File: config.mk
export PLATFORM = sky130hd
export DESIGN_NAME = dm_access_unit_flat
export DESIGN_NICKNAME = d
export VERILOG_FILES = /design/src/rtl/dm_access_unit_pkg.sv /design/src/rtl/dm_access_unit_if.sv /design/src/rtl/dm_lane_align.sv /design/src/rtl/dm_access_unit.sv /design/src/flat_wrapper.sv
export SDC_FILE = /design/constraint.sdc
export NUM_CORES = 1
export LEC_CHECK = 0
export CORE_MARGIN = 4
export CORE_UTILIZATION = 50
export DETAILED_ROUTE_END_ITERATION = 8
export HOLD_SLACK_MARGIN = 0.1
export PLACE_DENSITY = 0.78
export SKIP_LAST_GASP = 1
export SYNTH_ARGS = -nofsm -noshare
export SYNTH_HDL_FRONTEND = slang
export SYNTH_HIERARCHICAL = 1
export SYNTH_SLANG_ARGS = --single-unit
File: constraint.sdc
create_clock -name clk_dm -period 2.5 [get_ports clk_dm]
set_input_delay 0.5 -clock clk_dm [delete_from_list [all_inputs] [get_ports clk_dm]]
set_output_delay 0.5 -clock clk_dm [all_outputs]
set_load 0.005 [all_outputs]
File: src/rtl/dm_access_unit_pkg.sv
// Shared size codes, FSM states and address-width default for the data-memory access unit.
// Latency: n/a (types and a pure combinational helper only).
// Backpressure: n/a.
package dm_access_unit_pkg;

    localparam int DM_AW_DEF = 6;

    typedef enum logic [1:0] {
        SZ_B = 2'b00,
        SZ_H = 2'b01,
        SZ_W = 2'b10,
        SZ_X = 2'b11
    } size_e;

    typedef enum logic [1:0] {
        ST_IDLE   = 2'b00,
        ST_ACCESS = 2'b01,
        ST_WRITE  = 2'b10,
        ST_RESP   = 2'b11
    } state_e;

    // True for an illegal size or an access not aligned to its own size.
    function automatic logic req_bad(input logic [1:0] size, input logic [1:0] off);
        case (size)
            SZ_B:    return 1'b0;
            SZ_H:    return off[0];
            SZ_W:    return off != 2'b00;
            default: return 1'b1;
        endcase
    endfunction

endpackage

File: src/rtl/dm_access_unit_if.sv
// Request/response bundle between the MEM stage and the data-memory access unit.
// Latency: n/a (wires only).
// Backpressure: req_valid/req_ready and rsp_valid/rsp_ready handshakes; master = requester, slave = unit.
interface dm_access_unit_if
    import dm_access_unit_pkg::*;
#(
    parameter int DM_AW = DM_AW_DEF
) ();
    logic             req_valid;
    logic             req_ready;
    logic             req_write;
    logic [1:0]       req_size;
    logic             req_unsigned;
    logic [DM_AW+1:0] req_addr;
    logic [31:0]      req_wdata;
    logic             rsp_valid;
    logic             rsp_ready;
    logic [31:0]      rsp_rdata;
    logic             rsp_err;

    modport master (
        output req_valid, req_write, req_size, req_unsigned, req_addr, req_wdata, rsp_ready,
        input  req_ready, rsp_valid, rsp_rdata, rsp_err
    );

    modport slave (
        input  req_valid, req_write, req_size, req_unsigned, req_addr, req_wdata, rsp_ready,
        output req_ready, rsp_valid, rsp_rdata, rsp_err
    );
endinterface

File: src/rtl/dm_lane_align.sv
// Byte/halfword lane extraction with sign/zero extension (load) and lane merge into an old word (store).
// Latency: combinational.
// Backpressure: none.
// Ports: word = memory word, wdata = store data, size/off = access size and byte offset,
//        uns = zero-extend loads; ld_data = extended load value, st_data = merged store word.
module dm_lane_align
    import dm_access_unit_pkg::*;
(
    input  logic [31:0] word,
    input  logic [31:0] wdata,
    input  logic [1:0]  size,
    input  logic [1:0]  off,
    input  logic        uns,
    output logic [31:0] ld_data,
    output logic [31:0] st_data
);
    logic [7:0]  byte_v;
    logic [15:0] half_v;

    always_comb begin
        byte_v = word[7:0];
        case (off)
            2'd0:    byte_v = word[7:0];
            2'd1:    byte_v = word[15:8];
            2'd2:    byte_v = word[23:16];
            default: byte_v = word[31:24];
        endcase
        half_v = off[1] ? word[31:16] : word[15:0];

        case (size)
            SZ_B:    ld_data = {{24{~uns & byte_v[7]}}, byte_v};
            SZ_H:    ld_data = {{16{~uns & half_v[15]}}, half_v};
            default: ld_data = word;
        endcase

        st_data = word;
        case (size)
            SZ_B: begin
                case (off)
                    2'd0:    st_data[7:0]   = wdata[7:0];
                    2'd1:    st_data[15:8]  = wdata[7:0];
                    2'd2:    st_data[23:16] = wdata[7:0];
                    default: st_data[31:24] = wdata[7:0];
                endcase
            end
            SZ_H: begin
                if (off[1]) st_data[31:16] = wdata[15:0];
                else        st_data[15:0]  = wdata[15:0];
            end
            default: st_data = wdata;
        endcase
    end
endmodule

File: src/rtl/dm_access_unit.sv
// Load/store initiator for a word-wide data memory; sub-word stores via read-modify-write.
// Latency: response 1 cycle after accept for errors, 2 for loads/word stores, 3 for byte/half stores.
// Backpressure: one request outstanding; req_ready only in IDLE, response held until rsp_ready.
// Ports: clk_dm/rst_n; bus (slave side of dm_access_unit_if) carries request and response;
//        Mem_Write/DM_Addr/M_W_Data drive the memory, M_R_Data is its combinational read data.
module dm_access_unit
    import dm_access_unit_pkg::*;
#(
    parameter int DM_AW = DM_AW_DEF
) (
    input  logic             clk_dm,
    input  logic             rst_n,
    dm_access_unit_if.slave  bus,
    output logic             Mem_Write,
    output logic [DM_AW-1:0] DM_Addr,
    output logic [31:0]      M_W_Data,
    input  logic [31:0]      M_R_Data
);
    state_e           state_q, state_d;
    logic             lat_write, lat_uns, rsp_err_q;
    logic [1:0]       lat_size;
    logic [DM_AW+1:0] lat_addr;
    logic [31:0]      lat_wdata, merge_q, rdata_q;
    logic [31:0]      ld_data, st_data;
    logic             accept, bad;

    assign accept = (state_q == ST_IDLE) && bus.req_valid;
    assign bad    = req_bad(bus.req_size, bus.req_addr[1:0]);

    dm_lane_align u_align (
        .word    (M_R_Data),
        .wdata   (lat_wdata),
        .size    (lat_size),
        .off     (lat_addr[1:0]),
        .uns     (lat_uns),
        .ld_data (ld_data),
        .st_data (st_data)
    );

    always_ff @(posedge clk_dm or negedge rst_n) begin
        if (!rst_n) state_q <= ST_IDLE;
        else        state_q <= state_d;
    end

    always_comb begin
        state_d   = state_q;
        Mem_Write = 1'b0;
        case (state_q)
            ST_IDLE:   if (bus.req_valid) state_d = bad ? ST_RESP : ST_ACCESS;
            ST_ACCESS: begin
                // Word stores go straight to memory; sub-word stores need the old word first.
                if (lat_write && lat_size != SZ_W) begin
                    state_d = ST_WRITE;
                end else begin
                    Mem_Write = lat_write;
                    state_d   = ST_RESP;
                end
            end
            ST_WRITE: begin
                Mem_Write = 1'b1;
                state_d   = ST_RESP;
            end
            default:   if (bus.rsp_ready) state_d = ST_IDLE;
        endcase
    end

    always_ff @(posedge clk_dm or negedge rst_n) begin
        if (!rst_n) begin
            lat_write <= 1'b0;
            lat_uns   <= 1'b0;
            lat_size  <= 2'b00;
            lat_addr  <= '0;
            lat_wdata <= '0;
            merge_q   <= '0;
            rdata_q   <= '0;
            rsp_err_q <= 1'b0;
        end else begin
            if (accept) begin
                lat_write <= bus.req_write;
                lat_uns   <= bus.req_unsigned;
                lat_size  <= bus.req_size;
                lat_addr  <= bus.req_addr;
                lat_wdata <= bus.req_wdata;
                rdata_q   <= '0;
                rsp_err_q <= bad;
            end
            if (state_q == ST_ACCESS) begin
                if (!lat_write) rdata_q <= ld_data;
                merge_q <= st_data;
            end
        end
    end

    // Memory-side outputs come only from registered state so req_* never reaches the array.
    assign DM_Addr       = lat_addr[DM_AW+1:2];
    assign M_W_Data      = (state_q == ST_WRITE) ? merge_q : lat_wdata;
    assign bus.req_ready = (state_q == ST_IDLE);
    assign bus.rsp_valid = (state_q == ST_RESP);
    assign bus.rsp_rdata = rdata_q;
    assign bus.rsp_err   = rsp_err_q;
endmodule

File: src/flat_wrapper.sv
// flat-port wrapper written by rule: the top's interface ports become plain ports
module dm_access_unit_flat import dm_access_unit_pkg::*;
#(
    parameter int DM_AW = DM_AW_DEF
)
  (clk_dm, rst_n, Mem_Write, DM_Addr, M_W_Data, M_R_Data, bus_req_valid, bus_req_write, bus_req_size, bus_req_unsigned, bus_req_addr, bus_req_wdata, bus_rsp_ready, bus_req_ready, bus_rsp_valid, bus_rsp_rdata, bus_rsp_err);
  dm_access_unit_if #(.DM_AW(DM_AW)) bus_i ();
  input  logic clk_dm;
  input  logic rst_n;
  output logic Mem_Write;
  output logic [DM_AW-1:0] DM_Addr;
  output logic [31:0] M_W_Data;
  input  logic [31:0] M_R_Data;
  input wire logic [$bits(bus_i.req_valid)-1:0] bus_req_valid;
  input wire logic [$bits(bus_i.req_write)-1:0] bus_req_write;
  input wire logic [$bits(bus_i.req_size)-1:0] bus_req_size;
  input wire logic [$bits(bus_i.req_unsigned)-1:0] bus_req_unsigned;
  input wire logic [$bits(bus_i.req_addr)-1:0] bus_req_addr;
  input wire logic [$bits(bus_i.req_wdata)-1:0] bus_req_wdata;
  input wire logic [$bits(bus_i.rsp_ready)-1:0] bus_rsp_ready;
  output wire logic [$bits(bus_i.req_ready)-1:0] bus_req_ready;
  output wire logic [$bits(bus_i.rsp_valid)-1:0] bus_rsp_valid;
  output wire logic [$bits(bus_i.rsp_rdata)-1:0] bus_rsp_rdata;
  output wire logic [$bits(bus_i.rsp_err)-1:0] bus_rsp_err;
  assign bus_i.req_valid = bus_req_valid;
  assign bus_i.req_write = bus_req_write;
  assign bus_i.req_size = bus_req_size;
  assign bus_i.req_unsigned = bus_req_unsigned;
  assign bus_i.req_addr = bus_req_addr;
  assign bus_i.req_wdata = bus_req_wdata;
  assign bus_i.rsp_ready = bus_rsp_ready;
  assign bus_req_ready = bus_i.req_ready;
  assign bus_rsp_valid = bus_i.rsp_valid;
  assign bus_rsp_rdata = bus_i.rsp_rdata;
  assign bus_rsp_err = bus_i.rsp_err;
  dm_access_unit #(.DM_AW(DM_AW)) u_core (.clk_dm(clk_dm), .rst_n(rst_n), .bus(bus_i), .Mem_Write(Mem_Write), .DM_Addr(DM_Addr), .M_W_Data(M_W_Data), .M_R_Data(M_R_Data));
endmodule
==> results.sh, run 1 <==
export IMPL_grt_pass1_wl_um=29500
export IMPL_route_vias_total=5189
export IMPL_initial_antenna_violation_count=0
export IMPL_timing_critical_path_slowest_cell_delay_ps=460
export IMPL_critical_path_depth=5
export IMPL_cp_buffers_inverters=3
export IMPL_yosys_top_cells_count="111 x sky130_fd_sc_hd__dfrtp_1, 88 x sky130_fd_sc_hd__mux2_2, 34 x sky130_fd_sc_hd__a22o_1, 34 x sky130_fd_sc_hd__nor2b_1, 33 x sky130_fd_sc_hd__mux2i_1"
export IMPL_skew_ps=10.9
export IMPL_finish_instance_area_sq_um=8770
export IMPL_wirelength_um=19000
export IMPL_clock_fmax_ghz=0.401
export IMPL_number_of_violations_of_the_max_capacitance_limit=0
export IMPL_cts_inserted_buffers=9
export IMPL_grt_pass1_vias=5314
export IMPL_io_buffer_count=153
export IMPL_power_switching_share_pct=37.1
export IMPL_die_area_sq_um=15300
export IMPL_standard_cell_row_count=42
export IMPL_final_hpwl_from_detailed_placement_um=13700
export IMPL_sequentialPowerShare_pct=29.3
export IMPL_deepest_clock_path_buffer_count=2
export IMPL_clkLatencyLatePin_ps=370
export IMPL_yosysWarningCount=6
export IMPL_netlist_instances=555
export IMPL_hp_class="input port to asynchronous set/reset pin"
export IMPL_layout_worst_path_cycle_share_pct=99.8
export IMPL_slowest_stage="sky130_fd_sc_hd__clkdlybuf4s50_1"
export IMPL_synth_lib_cells_used_distinct=44
export IMPL_critical_path_endpoint_type="output port"
export IMPL_antenna_diode_count=0
export IMPL_design_portCount=154
export IMPL_drtAntennaViolNets=0
export IMPL_critical_path_max_fanout=15
export IMPL_synthesis_area_sq_um=6710
export IMPL_reg2reg_setup_slack_ps=370
export IMPL_worst_endpoint_arrival_ps=1990
export IMPL_grt_max_degree=48
export IMPL_share_comb_of_total_power_pct=57.2
export IMPL_report_power_total_mw=12.1
export IMPL_fp_dieW_um=124
export IMPL_p_switching_mw=4.47
export IMPL_finalMaxSlewViolations=0
export IMPL_routedWlPerCell_um=21.7
export IMPL_crit_reg2reg_launch="u_core/lat_addr[1]"
export IMPL_worstSetupStartpointType="flop"
export IMPL_design_core_area_sq_um=13200
export IMPL_critPathRequiredTime_ps=2000
export IMPL_fraction_of_layout_instances_using_a_drive_strength_above_1_pct=26.9
export IMPL_clock_tree_from_tritoncts="done"
export IMPL_gr_total_overflow=0
export IMPL_synth_top_area_share_pct=41.4
export IMPL_syn_area_per_cell_sq_um=12.1
export IMPL_gr_usage_all_layers_pct=25.4
export IMPL_postSynth_topFlopCell="sky130_fd_sc_hd__dfrtp_1"
export IMPL_power_density_cell_area_nw_per_um2=1380
export IMPL_final_min_clock_period_ps=2490
export IMPL_floorplan_die_height_um=124
export IMPL_hold_fix_buffers_at_cts=0
export IMPL_maximum_vdd_ir_drop_mv=0.692
export IMPL_h_tree_depth=3
export IMPL_report_final_hold_viol_count=0
export IMPL_clock_power_share_pct=13.5
export IMPL_setup_repair_after_global_routing_missed_its_margin="yes"
export IMPL_cp_top_family="buffers and inverters"
export IMPL_path_cells="inv_2, ha_4, buf_12, mux2_2, clkdlybuf4s50_1"
export IMPL_ys_top_cells_by_area="sky130_fd_sc_hd__dfrtp_1 41%, sky130_fd_sc_hd__mux2_2 15%, sky130_fd_sc_hd__mux2_4 6.5%"
export IMPL_num_nets_final=777
export IMPL_timing_reg2reg_worst_path_depth=6
export IMPL_synth_most_common_cell="sky130_fd_sc_hd__dfrtp_1"
export IMPL_syn_to_final_growth_pct=30.8
export IMPL_clk_pin_slew_worst_paths_ps=70
export IMPL_post_route_drc_count=0
export IMPL_timing_worst_slew_pin_value_ps=691
export IMPL_regToRegEndpoint="u_core/bus.rsp_rdata[8]"
export IMPL_ys_seq_elements=111
export IMPL_clock_root_buffer="sky130_fd_sc_hd__clkbuf_16"
export IMPL_vias_per_instance=5.94
export IMPL_status="finished, final reports clean"
export IMPL_synth_seq_area_share_pct=41.4
export IMPL_tritoncts_num_sinks=111
export IMPL_edff_count_synth=0
export IMPL_nFillCells=960
export IMPL_setup_violations_final=0
export IMPL_slew_headroom_pct=54.0
export IMPL_syn_num_nets=639
export IMPL_ys_async_sr_fraction_pct=100
export IMPL_final_weighted_congestion_in_routability_driven_placement=0.896
export IMPL_cellInternalPower_mw=7.60
export IMPL_biggest_area_consumer_among_synthesized_cells="sky130_fd_sc_hd__dfrtp_1"
export IMPL_leakage_nw=3.89
export IMPL_initial_utilization_pct=50.8
export IMPL_worstSetupPathType="flop to output port"
export IMPL_drt_pass1_iterations=5
export IMPL_detailedRoute_firstIterationViolations=563
export IMPL_placed_cell_area_sq_um=8340
==> kinds of logic after synthesis <==
kind of cell             after synthesis  share of synthesized area, %
buffers and inverters                 61                          5.92
adder cells (fa/ha/maj)                4                         0.746
flip-flops                           111                          41.4
AO/OA/AOI/OAI                        124                          15.1
AND/OR/NAND/NOR                       98                          8.29
multiplexers                         157                          28.6
==> flip-flops by register name, indices dropped and copies added, names as in the netlist <==
name	cells
u_core/lat_wdata	32
u_core/lat_size	2
u_core/state_q	2
u_core/bus.rsp_err	1
u_core/merge_q	32
u_core/lat_write	1
u_core/lat_addr	8
u_core/bus.rsp_rdata	32
u_core/lat_uns	1
==> power by group through the flow <==
stage	Combinational [mW]	Sequential, mW	Clock [mW]
4_1_cts	6.86	3.52	1.65
5_1_grt	7.42	3.64	1.73
3_5_place_dp	6.79	3.55	0
6_report	6.90	3.54	1.63
3_3_place_gp	6.58	3.54	0
2_1_floorplan	4.80	3.13	0
==> through the flow <==
stage | std cells | setup WS, ps | TNS (ps) | utilization [%] | hold WS [ps]
3_3_place_gp | 854 | 302 | 0 | 63.3 | 464
3_5_place_dp | 854 | 198 | 0 | 63.3 | 485
4_1_cts | 871 | -6.23 | -6.23 | 65.9 | 174
6_report | 874 | 5.43 | 0 | 66.5 | 156
5_1_grt | 874 | -26.6 | -383 | 66.5 | 203
2_1_floorplan | 555 | 595 | 0 | - | 204
==> area by class of cell <==
type / instances / area [sq um] / share of cell area, %
multi-input combinational: 383 / 3550 / 40.5
sequential: 111 / 2780 / 31.7
timing repair buffer: 181 / 1860 / 21.2
tap: 176 / 220 / 2.51
clock inverter: 7 / 109 / 1.24
clock buffer: 9 / 225 / 2.57
inverter: 7 / 26.3 / 0.300
==> layer usage <==
layer	part of all wire, %	global-route usage, %	vias to the layer above
met5	0	0	-
met4	2.3	9.62	0
met3	6.6	3.50	30
met2	47	40.1	218
met1	44	35.6	2586
li1	-	-	2355
==> repair_timing <==
item / CTS / global route
setup endpoints to repair: 33 / 28
endpoints found under the hold margin: 0 / 0
cloned: 0 / 1
gates resized for setup: 3 / 12
buffers inserted: 1 / 2
==> cells in the final DEF (no fill, tap or decap), drive strengths merged, types with 4 or more instances in the layout <==
master           n
dlymetal6s2s    11
o221ai          18
a221o            8
ha               4
mux2           117
inv             12
o21a             4
nand2           29
nand2b           5
and2             7
mux4             7
nor2             9
o211ai           8
o21ai           11
nor2b           34
buf             28
a22o            35
dfrtp          111
a211oi           7
and3b            8
clkdlybuf4s50  141
o22ai           24
mux2i           33
clkbuf          10
==> how the worst max path moves through the flow <==
stage                      start            to  slack [ps]
2_1_floorplan  u_core/state_q[0]  M_W_Data[10]         590
3_3_place_gp   u_core/state_q[0]  M_W_Data[26]         300
3_5_place_dp   u_core/state_q[0]  M_W_Data[27]         200
4_1_cts        u_core/state_q[0]  M_W_Data[27]          -6
5_1_grt        u_core/state_q[0]  M_W_Data[10]         -30
6_report       u_core/state_q[0]  M_W_Data[16]           5
Note: power is estimated with default switching activity, not from simulation.
==> run 2, diff against run 1 <==
GPL_TIMING_DRIVEN = 0   (was not set)
==> run 2 against run 1 <==
Net effect: the run now ends with setup timing left; largest power group unchanged; clock skew down 0.81 ps; first-iteration DRC count down 16%; non-clock buffer count up 38; largest cell class unchanged; critical endpoint is now M_W_Data[9]; register-to-register slack worse by 200 ps; via count up 4.1%; maximum frequency down 0.86%; final cell count up 4.3%; clock power down 9.8%; setup slack worse by 22 ps; flip-flop and latch count unchanged; critical path type unchanged; core utilization up 1.4 points.
==> results.sh, run 2 (same netlist as run 1, synthesis figures left out) <==
export IMPL_report_final_hold_viol_count=0
export IMPL_initial_utilization_pct=50.8
export IMPL_whs_ps=227
export IMPL_io_buffer_count=153
export IMPL_clock_root_buffer="sky130_fd_sc_hd__clkbuf_16"
export IMPL_deepest_clock_path_buffer_count=2
export IMPL_initial_antenna_violation_count=0
export IMPL_standard_cell_row_count=42
export IMPL_report_power_total_mw=12.5
export IMPL_grt_max_degree=62
export IMPL_critPathRequiredTime_ps=2000
export IMPL_fraction_of_layout_instances_using_a_drive_strength_above_1_pct=28.7
export IMPL_layout_worst_path_cycle_share_pct=101
export IMPL_clock_tree_from_tritoncts="done"
export IMPL_drt_pass1_iterations=5
export IMPL_antenna_diode_count=0
export IMPL_critical_path_endpoint_type="output port"
export IMPL_design_portCount=154
export IMPL_cts_inserted_buffers=9
export IMPL_finish_instance_area_sq_um=8950
export IMPL_worstSetupStartpointType="flop"
export IMPL_number_of_violations_of_the_max_capacitance_limit=0
export IMPL_finalMaxSlewViolations=0
export IMPL_tritoncts_num_sinks=111
export IMPL_maximum_vdd_ir_drop_mv=0.705
export IMPL_clkLatencyLatePin_ps=370
export IMPL_reg2reg_setup_slack_ps=170
export IMPL_fp_dieW_um=124
export IMPL_timing_worst_slew_pin_value_ps=797
export IMPL_grt_pass1_wl_um=30700
export IMPL_gr_total_overflow=0
export IMPL_worstSetupPathType="flop to output port"
export IMPL_power_density_cell_area_nw_per_um2=1400
export IMPL_hold_fix_buffers_at_cts=0
export IMPL_regToRegEndpoint="u_core/bus.rsp_rdata[6]"
export IMPL_gr_usage_all_layers_pct=26.6
export IMPL_post_route_drc_count=0
export IMPL_leakage_nw=4.00
export IMPL_setup_repair_after_global_routing_missed_its_margin="yes"
export IMPL_violations="setup timing"
export IMPL_setup_ws_ps=-16.1
export IMPL_crit_reg2reg_launch="u_core/lat_size[0]"
export IMPL_h_tree_depth=3
export IMPL_timing_reg2reg_worst_path_depth=6
export IMPL_design_core_area_sq_um=13200
export IMPL_num_nets_final=815
export IMPL_wirelength_um=20400
export IMPL_post_route_util_pct=67.9
export IMPL_placed_cell_area_sq_um=8480
export IMPL_skew_ps=10.1
export IMPL_clk_pin_slew_worst_paths_ps=70
export IMPL_floorplan_die_height_um=124
export IMPL_final_min_clock_period_ps=2520
export IMPL_grt_pass1_vias=5394
export IMPL_die_area_sq_um=15300
export IMPL_final_hpwl_from_detailed_placement_um=15400
export IMPL_drtAntennaViolNets=0
export IMPL_detailedRoute_firstIterationViolations=472
export IMPL_syn_to_final_growth_pct=33.6
export IMPL_status="complete, but fails checks"
export IMPL_worst_endpoint_arrival_ps=2020
export IMPL_route_vias_total=5400
export IMPL_final_weighted_congestion_in_routability_driven_placement=0.981
export IMPL_slew_headroom_pct=46.9
export IMPL_place_worst_setup_slack_ps=-118
export IMPL_most_common_cell_after_layout_fill_and_taps_aside="sky130_fd_sc_hd__clkdlybuf4s50_1"
export IMPL_clock_fmax_ghz=0.397
export IMPL_setup_violations_final=11
export IMPL_hp_class="input port to asynchronous set/reset pin"
export IMPL_critical_path_max_fanout=10
export IMPL_vias_per_instance=5.92
export IMPL_commonest_non_fill_non_tap_cells_in_the_layout="141 x sky130_fd_sc_hd__clkdlybuf4s50_1, 111 x sky130_fd_sc_hd__dfrtp_1, 88 x sky130_fd_sc_hd__mux2_2"
export IMPL_routedWlPerCell_um=22.3
run 2: cell count changes in the layout (fill, tap and decap cells not counted), moves of 2 or more:
cell	delta
sky130_fd_sc_hd__dfrtp_1	+2
sky130_fd_sc_hd__inv_8	-2
sky130_fd_sc_hd__buf_8	+2
sky130_fd_sc_hd__dfrtp_2	-2
sky130_fd_sc_hd__clkbuf_1	+11
sky130_fd_sc_hd__buf_12	-4
sky130_fd_sc_hd__buf_2	+13
sky130_fd_sc_hd__buf_6	+14
run 2: where the power goes:
part | switching [mW] | internal, mW | total, mW
sequential | 0.744 | 2.65 | 3.39
clock | 0.688 | 0.785 | 1.47
combinational | 3.26 | 4.37 | 7.64
total | 4.70 | 7.81 | 12.5
run 2: layout make-up:
class,instances,area (sq um)
repair buffers,166,1680
fillers,998,4240
plain buffers,53,402
multi-input cells,383,3550
inverters,7,26.3
well taps,176,220
clock buffers,10,229
flip-flops and latches,111,2780
clock inverters,6,68.8
run 2: worst max-delay path, stage by stage (launching register included):
cell and delay, ps:
sky130_fd_sc_hd__dfrtp_1 400, sky130_fd_sc_hd__inv_2 90, sky130_fd_sc_hd__ha_4 200, sky130_fd_sc_hd__buf_8 160, sky130_fd_sc_hd__mux2_2 360, sky130_fd_sc_hd__clkdlybuf4s50_1 450
run 2: worst max-delay path by stage:
stage                                to               from
detailed placement         M_W_Data[12]  u_core/state_q[0]
CTS                         M_W_Data[6]  u_core/state_q[0]
global placement    u_core/lat_wdata[5]              rst_n
finish                      M_W_Data[9]  u_core/state_q[0]
floorplan                  M_W_Data[10]  u_core/state_q[0]
global route                M_W_Data[9]  u_core/state_q[0]
run 2: per-layer routing:
layer / part of all wire (%) / vias to the layer above / global-route usage [%] / wire, um
met5: 0 / - / 0 / 0
met4: 2.5 / 0 / 10.0 / 512
met3: 6.0 / 36 / 4.13 / 1230
met2: 48 / 232 / 43.8 / 9870
met1: 43 / 2706 / 35.6 / 8740
li1: - / 2426 / - / -
run 2: repair_timing:
action                                  4_1_cts  5_1_grt
endpoints found under the setup margin       33       32
gates resized for setup                      14       11
pin swaps                                     0        0
buffers inserted                              4        8
hold endpoints to repair                      0        0
run 2: metrics by stage:
step | setup TNS (ps) | instances
global route | -1180 | 912
CTS | -199 | 904
global placement | -358510 | 884
floorplan | 0 | 555
detailed placement | -2300 | 885
finish | -86.6 | 912
==> run 3, diff against run 2 <==
CORE_UTILIZATION = 40   (was 50)
PLACE_DENSITY = 0.64   (was 0.78)
clock period = 3.24 ns   (was 2.5 ns; I/O delays follow)
==> run 3 against run 2 <==
Net effect: the flow now finishes without violations; combinational power down 26%; flip-flop and latch count unchanged; register-to-register slack better by 990 ps; clock-buffer cell count up 1; die area up 23%; final area down 1.1%; via count down 2.7%; hold slack better by 78 ps; clock power down 17%; largest power group unchanged.
==> results.sh, run 3 (same netlist as run 1, synthesis figures left out) <==
export IMPL_nFillCells=1433
export IMPL_worstSetupStartpointType="flop"
export IMPL_antenna_diode_count=0
export IMPL_critPathRequiredTime_ps=2590
export IMPL_hp_class="input port to asynchronous set/reset pin"
export IMPL_setup_ws_ps=140
export IMPL_grt_pass1_wl_um=31000
export IMPL_clock_root_buffer="sky130_fd_sc_hd__clkbuf_16"
export IMPL_fraction_of_layout_instances_using_a_drive_strength_above_1_pct=27.1
export IMPL_setup_violations_final=0
export IMPL_reg2reg_setup_slack_ps=1160
export IMPL_place_worst_setup_slack_ps=377
export IMPL_commonest_non_fill_non_tap_cells_in_the_layout="152 x sky130_fd_sc_hd__clkdlybuf4s50_1, 111 x sky130_fd_sc_hd__dfrtp_1, 88 x sky130_fd_sc_hd__mux2_2"
export IMPL_final_weighted_congestion_in_routability_driven_placement=0.884
export IMPL_whs_ps=305
export IMPL_gr_total_overflow=0
export IMPL_final_min_clock_period_ps=3100
export IMPL_cts_setup_buffers=0
export IMPL_global_route_met1_utilization_pct=29.4
export IMPL_drt_pass1_iterations=5
export IMPL_most_common_cell_after_layout_fill_and_taps_aside="sky130_fd_sc_hd__clkdlybuf4s50_1"
export IMPL_critical_path_max_fanout=10
export IMPL_detailedRoute_firstIterationViolations=319
export IMPL_layout_worst_path_cycle_share_pct=95.7
export IMPL_syn_to_final_growth_pct=32.1
export IMPL_power_density_cell_area_nw_per_um2=1070
export IMPL_slew_headroom_pct=57.2
export IMPL_skew_ps=11.2
export IMPL_final_instance_count_excl_fill=944
export IMPL_deepest_clock_path_buffer_count=2
export IMPL_clock_fmax_ghz=0.323
export IMPL_cts_inserted_buffers=9
export IMPL_post_route_util_pct=53.6
export IMPL_gr_usage_all_layers_pct=21.7
export IMPL_worstSetupPathType="flop to output port"
export IMPL_worst_endpoint_arrival_ps=2450
export IMPL_floorplan_die_height_um=137
export IMPL_maximum_vdd_ir_drop_mv=0.471
export IMPL_post_route_drc_count=0
export IMPL_number_of_violations_of_the_max_capacitance_limit=0
export IMPL_globalRouteMet2Util_pct=34.7
export IMPL_fp_dieW_um=137
export IMPL_design_core_area_sq_um=16500
export IMPL_clkLatencyLatePin_ps=360
export IMPL_grt_pass1_vias=5455
export IMPL_timing_reg2reg_worst_path_depth=6
export IMPL_routedWlPerCell_um=21.6
export IMPL_setup_repair_after_global_routing_missed_its_margin="no"
export IMPL_grt_use_met3_pct=4.31
export IMPL_dpl_cell_count=929
export IMPL_io_buffer_count=153
export IMPL_die_area_sq_um=18900
export IMPL_route_vias_total=5252
export IMPL_status="finished, final reports clean"
export IMPL_grt_max_degree=63
export IMPL_num_nets_final=803
export IMPL_hold_fix_buffers_at_cts=0
export IMPL_placed_cell_area_sq_um=8540
export IMPL_report_final_hold_viol_count=0
export IMPL_grt_busiest_layer="met2"
export IMPL_clock_tree_from_tritoncts="done"
export IMPL_initial_antenna_violation_count=0
export IMPL_final_hpwl_from_detailed_placement_um=15600
export IMPL_design_portCount=154
export IMPL_initial_utilization_pct=40.6
export IMPL_finalMaxSlewViolations=0
export IMPL_leakage_nw=3.84
export IMPL_h_tree_depth=3
export IMPL_standard_cell_row_count=47
export IMPL_critical_path_endpoint_type="output port"
export IMPL_post_cts_resize_count=0
export IMPL_drtAntennaViolNets=0
export IMPL_tritoncts_num_sinks=111
export IMPL_wirelength_um=20400
export IMPL_timing_worst_slew_pin_value_ps=643
export IMPL_clk_pin_slew_worst_paths_ps=70
export IMPL_finish_instance_area_sq_um=8850
export IMPL_vias_per_instance=5.56
-- run 3: layout make-up --
| type | count | area (sq um) | area share [%] |
|---|---|---|---|
| inverters | 7 | 26.3 | 0.297 |
| plain buffers | 53 | 367 | 4.14 |
| well taps | 220 | 275 | 3.11 |
| multi-input cells | 383 | 3530 | 39.9 |
| flip-flops and latches | 111 | 2780 | 31.4 |
| clock inverters | 5 | 78.8 | 0.890 |
| repair buffers | 154 | 1560 | 17.6 |
| clock buffers | 11 | 243 | 2.74 |
-- run 3: final timing paths --
path,endpoint,startpoint
hold / removal,u_core/bus.rsp_rdata[17],rst_n
setup reg to reg,u_core/bus.rsp_rdata[6],u_core/lat_size[0]
setup / recovery,M_W_Data[14],u_core/state_q[0]
hold reg to reg,u_core/bus.rsp_err,u_core/bus.rsp_err
min in group clk_dm,u_core/bus.rsp_err,u_core/bus.rsp_err
max in group asynchronous,u_core/lat_wdata[27],rst_n
-- run 3: layer usage --
metal  wire [um]  vias up  part of all wire (%)
li1            -     2407                     -
met1        8880     2583                    44
met2        9630      229                    47
met3        1420       33                   7.0
met4         439        0                   2.2
met5           0        -                     0
-- run 3: through the flow --
| stage | setup TNS [ps] | total power, mW |
|---|---|---|
| finish | 0 | 9.50 |
| global route | 0 | 10.1 |
| CTS | 0 | 9.53 |
| detailed placement | 0 | 8.28 |
| global placement | -291940 | 8.16 |
| floorplan | 0 | 6.12 |
-- run 3: where the power goes --
part	switching (mW)	internal, mW	leakage [nW]	total (mW)
Combinational	2.41	3.26	2.32	5.66
Sequential	0.573	2.04	1.36	2.61
Clock	0.520	0.700	0.160	1.22
Total	3.50	6.00	3.84	9.50
-- run 3: critical path, cell delays in order (launching register included) --
cell and delay (ps):
sky130_fd_sc_hd__dfrtp_1 420, sky130_fd_sc_hd__inv_1 100, sky130_fd_sc_hd__ha_1 370, sky130_fd_sc_hd__buf_2 340, sky130_fd_sc_hd__mux2_2 400, sky130_fd_sc_hd__clkdlybuf4s50_1 460
